### config.mk
export PLATFORM = sky130hd
export DESIGN_NAME = pattern_det
export DESIGN_NICKNAME = d
export VERILOG_FILES = /design/src/rtl/pattern_det.sv
export SDC_FILE = /design/constraint.sdc
export NUM_CORES = 1
export LEC_CHECK = 0
export ABC_AREA = 1
export CAP_MARGIN = 20
export CORE_AREA = 2 2 39 41
export DETAILED_ROUTE_END_ITERATION = 8
export DIE_AREA = 0 0 41 43
export GPL_TIMING_DRIVEN = 0
export HOLD_SLACK_MARGIN = 0.12
export PLACE_DENSITY = 0.3
export SLEW_MARGIN = 20
export SYNTH_ARGS = -nofsm -noshare
export SYNTH_HDL_FRONTEND = slang
export SYNTH_SLANG_ARGS = --single-unit
### constraint.sdc
create_clock -name clk -period 0.9 [get_ports clk]
set_input_delay 0.18 -clock clk [delete_from_list [all_inputs] [get_ports clk]]
set_output_delay 0.18 -clock clk [all_outputs]
set_load 0.005 [all_outputs]
### src/rtl/pattern_det.sv
// Serial 10110 sequence detector with overlap. It emits a registered one-cycle pulse
// on the edge that accepts the completing 0.
module pattern_det (
    input  logic clk,
    input  logic rst,
    input  logic d_i,
    input  logic valid_i,
    output logic pattern
);

    localparam logic [2:0] S_IDLE = 3'd0;
    localparam logic [2:0] S_1    = 3'd1;
    localparam logic [2:0] S_10   = 3'd2;
    localparam logic [2:0] S_101  = 3'd3;
    localparam logic [2:0] S_1011 = 3'd4;

    logic [2:0] r_state;
    logic       r_pattern;
    logic [2:0] w_state_next;
    logic       w_match;

    // Each state is the longest suffix of the accepted bits that is also a prefix of 10110.
    always_comb begin
        w_state_next = r_state;
        w_match      = 1'b0;
        case (r_state)
            S_IDLE: if (valid_i) w_state_next = d_i ? S_1 : S_IDLE;
            S_1:    if (valid_i) w_state_next = d_i ? S_1 : S_10;
            S_10:   if (valid_i) w_state_next = d_i ? S_101 : S_IDLE;
            S_101:  if (valid_i) w_state_next = d_i ? S_1011 : S_10;
            S_1011: begin
                if (valid_i) begin
                    // The trailing "10" of a match is reused as the start of the next one.
                    w_state_next = d_i ? S_1 : S_10;
                    w_match      = ~d_i;
                end
            end
            default: w_state_next = S_IDLE;
        endcase
    end

    always_ff @(posedge clk) begin
        if (rst) begin
            r_state   <= S_IDLE;
            r_pattern <= 1'b0;
        end else begin
            r_state   <= w_state_next;
            r_pattern <= w_match;
        end
    end

    assign pattern = r_pattern;

endmodule

# [Word level (Yosys, flattened, before mapping)]
# Index checks and enable logic that the tools add are counted.
[op_classes] eq_ne=8 muxes=9 reduce_logical=4 bitwise_logic=3
[op_table] op="two-way mux 3 bit" count=5
[op_table] op="case mux 3 bit (4 select lines)" count=1
[op_table] op="== test 3 x 2 -> 1 bit (second input constant)" count=2
[op_table] op="!= test 2 bit (second input constant)" count=3
[op_table] op="two-way mux 2 bit" count=2
[op_table] op="AND reduction 4 bit" count=1
[op_table] op="== test 3 x 1 -> 1 bit (second input constant)" count=1
[op_table] op="== test 3 bit (second input constant)" count=1
[op_table] op="zero test 3 bit" count=1
[op_table] op="NOT 1 bit" count=3
[op_table] op="OR reduction 3 bit" count=1
[op_table] op="!= test 2 x 1 -> 1 bit (second input constant)" count=1
[op_table] op="OR reduction 2 bit" count=1
[op_table] op="two-way mux 1 bit" count=1
[word_totals] reg_bits=4 input_bits=4 out_inout_bits=1 word_cells=26

# [Longest topological paths before layout]
[logic_depth] ltp_word=4 depth_mapped=6 ltp_nobuf=6

# [Worst setup path after synthesis]
# No wires, ideal clock.
[synth_path] path_kind="register -> register" from="reg r_state[0]" to="reg r_state[0]" period_less_slack_ps=766 stages_incl_launch_ff=4 setup_slack_ps=134 n_path_buf=0 arrival_time_ps=696 setup_time_ps=70 required_ps=830 path_cell_list="dfxtp_1 inv_2 or2_0 a21oi_1"
[synth_between] elab_chain_cells=4 word_cells_on_any_way=12 cone_classes="eq/ne (8); mux (1); reduce/logical (3)"
[synth_rtl] item="start: declaration" line_no="17" rtl="logic [2:0] r_state;"
[synth_rtl] item="start signal: assignment" line_no="47" rtl="r_state <= w_state_next;"
[synth_rtl] item="== test 3 bit or == test 3 x 1 -> 1 bit (tied branches)" line_no="26" rtl="case (r_state)"
[synth_rtl] item="OR reduction 2 bit (no source line)"
[synth_rtl] item="!= test 2 x 1 -> 1 bit (no source line)"
[synth_rtl] item="AND reduction 4 bit (no source line)"
# Parallel ways exist; a longest one is shown, timed or not.
# A chain may end at the register's enable or synchronous reset.

# [Worst setup path after layout]
[layout_path] from="reg r_state[1]" to="reg r_state[1]"
# Same word-level chain as after synthesis.

==> flow_metrics.py <==
metrics = {
    "outcome": {
        "outcome": "completed",
    },
    "synth": {
        "synth_top_family_by_area": "simple AND/OR/NAND/NOR gates",
        "ys_ff_latch": 4,
        "synth_xor_area_frac": 0,
        "yosys.area_share.simple": 0.475,
        "synth_fp_nets": 34,
        "synth_compound_area_frac": 0.0500,
        "syn_inst": 30,
        "yosys.area_share.adder": 0,
        "ys_warn_count": 0,
        "synthesis.area_um2": 200,
        "synth_top_cells_by_area": "dfxtp_1, nand2_1, nand3_1, nor2_1, nor4_2",
        "avgSynthCellArea_um2": 6.67,
        "yosysTopAreaCellShare": 0.400,
        "synth_top_area_cell": "dfxtp_1",
        "synth-seq-area-share": 0.400,
        "synth_cell_types": 11,
        "muxShareOfSynthArea": 0,
    },
    "timing": {
        "slew_violations": 0,
        "rsz0062_at_grt": "false",
        "fin_tns_setup_ps": 0,
        "hold_viol": 0,
        "timing.slew.headroom": 0.876,
        "skew_ps": 0.612,
        "min_period_ps": 813,
        "tightest_slew_ps": 184,
        "fmax_mhz": 1230,
        "setup_violations": 0,
        "period_share": 0.904,
        "fin_ws_ps": 86.6,
    },
    "die": {
        "coreArea_um2": 1380,
        "dieWidth_um": 41,
        "ioPinCount": 5,
        "fp.dieH_um": 43,
        "rows": 14,
        "start_util": 0.145,
        "dieArea_um2": 1760,
    },
    "worst_hold_path": {
        "min_path_type": "in2reg",
    },
    "final_layout": {
        "final_util": 0.201,
        "postLayoutCellArea_um2": 278,
        "antenna_cells": 0,
        "drive_gt1_frac": 0.216,
        "nets": 43,
        "area_delta_synth_final_pct": 38.7,
        "final_cells": 53,
    },
    "drt": {
        "drc": 0,
        "avgRoutedWirePerCell_um": 8.45,
        "drt-total-wl_um": 448,
        "num_vias": 208,
        "ant_nets": 0,
        "drtIter0Drc": 1,
        "via_per_inst": 3.92,
        "detail_route.first_pass.iterations": 2,
    },
    "global_route": {
        "antenna_found_initial": 0,
        "overflow": 0,
        "grt_pass1_wl_um": 759,
        "grt_pass1_vias": 194,
        "grt_usage": 0.0692,
        "grt_max_degree": 7,
    },
    "worst_setup_path": {
        "path_class": "reg2reg",
        "cp_num_buf_inv": 1,
        "cp_top_family": "flip-flops",
        "cp.arrival_ps": 940,
        "crit_path_max_incr_delay_ps": 350,
        "cp_max_fo": 5,
        "startpoint_type": "register",
        "critPathRequiredTime_ps": 1020,
        "worst_path_most_repeated_cell": "nand2_1",
        "end_kind": "register",
        "cp_slowest_cell": "dfxtp_2",
        "crit_chain": "inv_1 > nand2_1 > nand2_1 > nand3_1 > nor2_1",
    },
    "clock_network": {
        "cts.sinks": 4,
        "numCtsBuffers": 3,
        "cts-root-buf": "clkbuf_4",
        "cts_tree": "done",
        "worstSkewPairLatency_ps": 230,
        "cts-htree-levels": 1,
        "clock_path_buffers": 2,
        "cts.clk_slew.worst_paths_ps": 40,
        "hold_buffers": 0,
    },
    "run": {
        "drv_cap": 0,
    },
    "place": {
        "dpl_cell_area_um2": 260,
        "portBuffers": 4,
        "dp_cells": 50,
        "pre_cts_ws_ps": -280,
        "post-dp-hpwl_um": 364,
        "gp_congestion": 0.676,
    },
    "power_and_ir_drop": {
        "ir_drop_uv": 455,
        "power_density_nw_per_um2": 1630,
        "leakagePower_nw": 0.125,
    },
}
[metal layers]
metal / vias up / share of wire / GRT usage
met4: 0 / 0 / 0.0600
met1: 94 / 0.46 / 0.0801
met3: 0 / 0.089 / 0.0524
met5: - / 0 / 0
li1: 111 / - / -
met2: 3 / 0.46 / 0.0781
[worst paths after layout]
path	start	to	slack (ps)	cells past startpoint
hold reg to reg	r_state[2]$_SDFFE_PP0P_	pattern$_SDFF_PP0_	510	2
setup / recovery	r_state[1]$_SDFFE_PP0P_	r_state[1]$_SDFFE_PP0P_	90	5
hold / removal	d_i	pattern$_SDFF_PP0_	370	2
setup reg to reg	r_state[1]$_SDFFE_PP0P_	r_state[1]$_SDFFE_PP0P_	90	5
[what timing repair did]
item / 4_1_cts / 5_1_grt
setup endpoints to repair: 4 / 2
gates resized for setup: 6 / 2
buffers inserted: 0 / 0
[worst reg2reg max path, cell delays in order, from the launching register on]
cell and delay [ps]:
dfxtp_2 350, inv_1 60, nand2_1 90, nand2_1 90
nand3_1 80, nor2_1 40
[cells by family (layout without fill, tap and decap cells)]
family          after synthesis  count (layout)
buf+inv                       4              11
flops                         4               4
compound gates                2               2
simple gates                 20              20
[sequential cells by signal, indices dropped and copies added (netlist names)]
signal,cells
pattern,1
r_state,3
[cell usage in the layout, fill, tap and decap left out]
cell type,count
nand2_1,9
nor2_1,4
inv_1,3
nand3_1,3
clkbuf_4,3
a21oi_1,2
dlygate4sd2_1,2
dfxtp_1,2
dfxtp_2,2
inv_2,1
or2_1,1
nor4_2,1
or2_0,1
nand4_1,1
clkdlybuf4s50_1,1
buf_2,1
[Yosys cell counts]
| cell | count |
|---|---|
| nand3_1 | 3 |
| or2_1 | 1 |
| dfxtp_1 | 4 |
| or2_0 | 1 |
| inv_2 | 1 |
| inv_1 | 3 |
| a21oi_1 | 2 |
| nand2_1 | 9 |
| nor4_2 | 1 |
| nor2_1 | 4 |
| nand4_1 | 1 |
[layout make-up]
cell class | instances | area, µm²
Inverter | 4 | 15.0
Timing Repair Buffer | 4 | 32.5
Sequential cell | 4 | 82.6
Clock buffer | 3 | 22.5
Multi-Input combinational cell | 22 | 105
Tap cell | 16 | 20.0
Fill cell | 168 | 1110
[through the flow]
step                      power [mW]  hold slack, ps
after floorplan                0.218             251
after global placement         0.245             513
after detailed placement       0.244             511
after CTS                      0.468             369
after global routing           0.501             390
final                          0.453             371
[power by group]
| part | switching, mW | leakage, nW | internal, mW | total [mW] |
|---|---|---|---|---|
| clock | 0.0657 | 0.0138 | 0.149 | 0.214 |
| combinational | 0.0256 | 0.0777 | 0.0205 | 0.0461 |
| sequential | 0.00679 | 0.0333 | 0.185 | 0.192 |
| total | 0.0981 | 0.125 | 0.355 | 0.453 |
(Power assumes the default switching activity.)
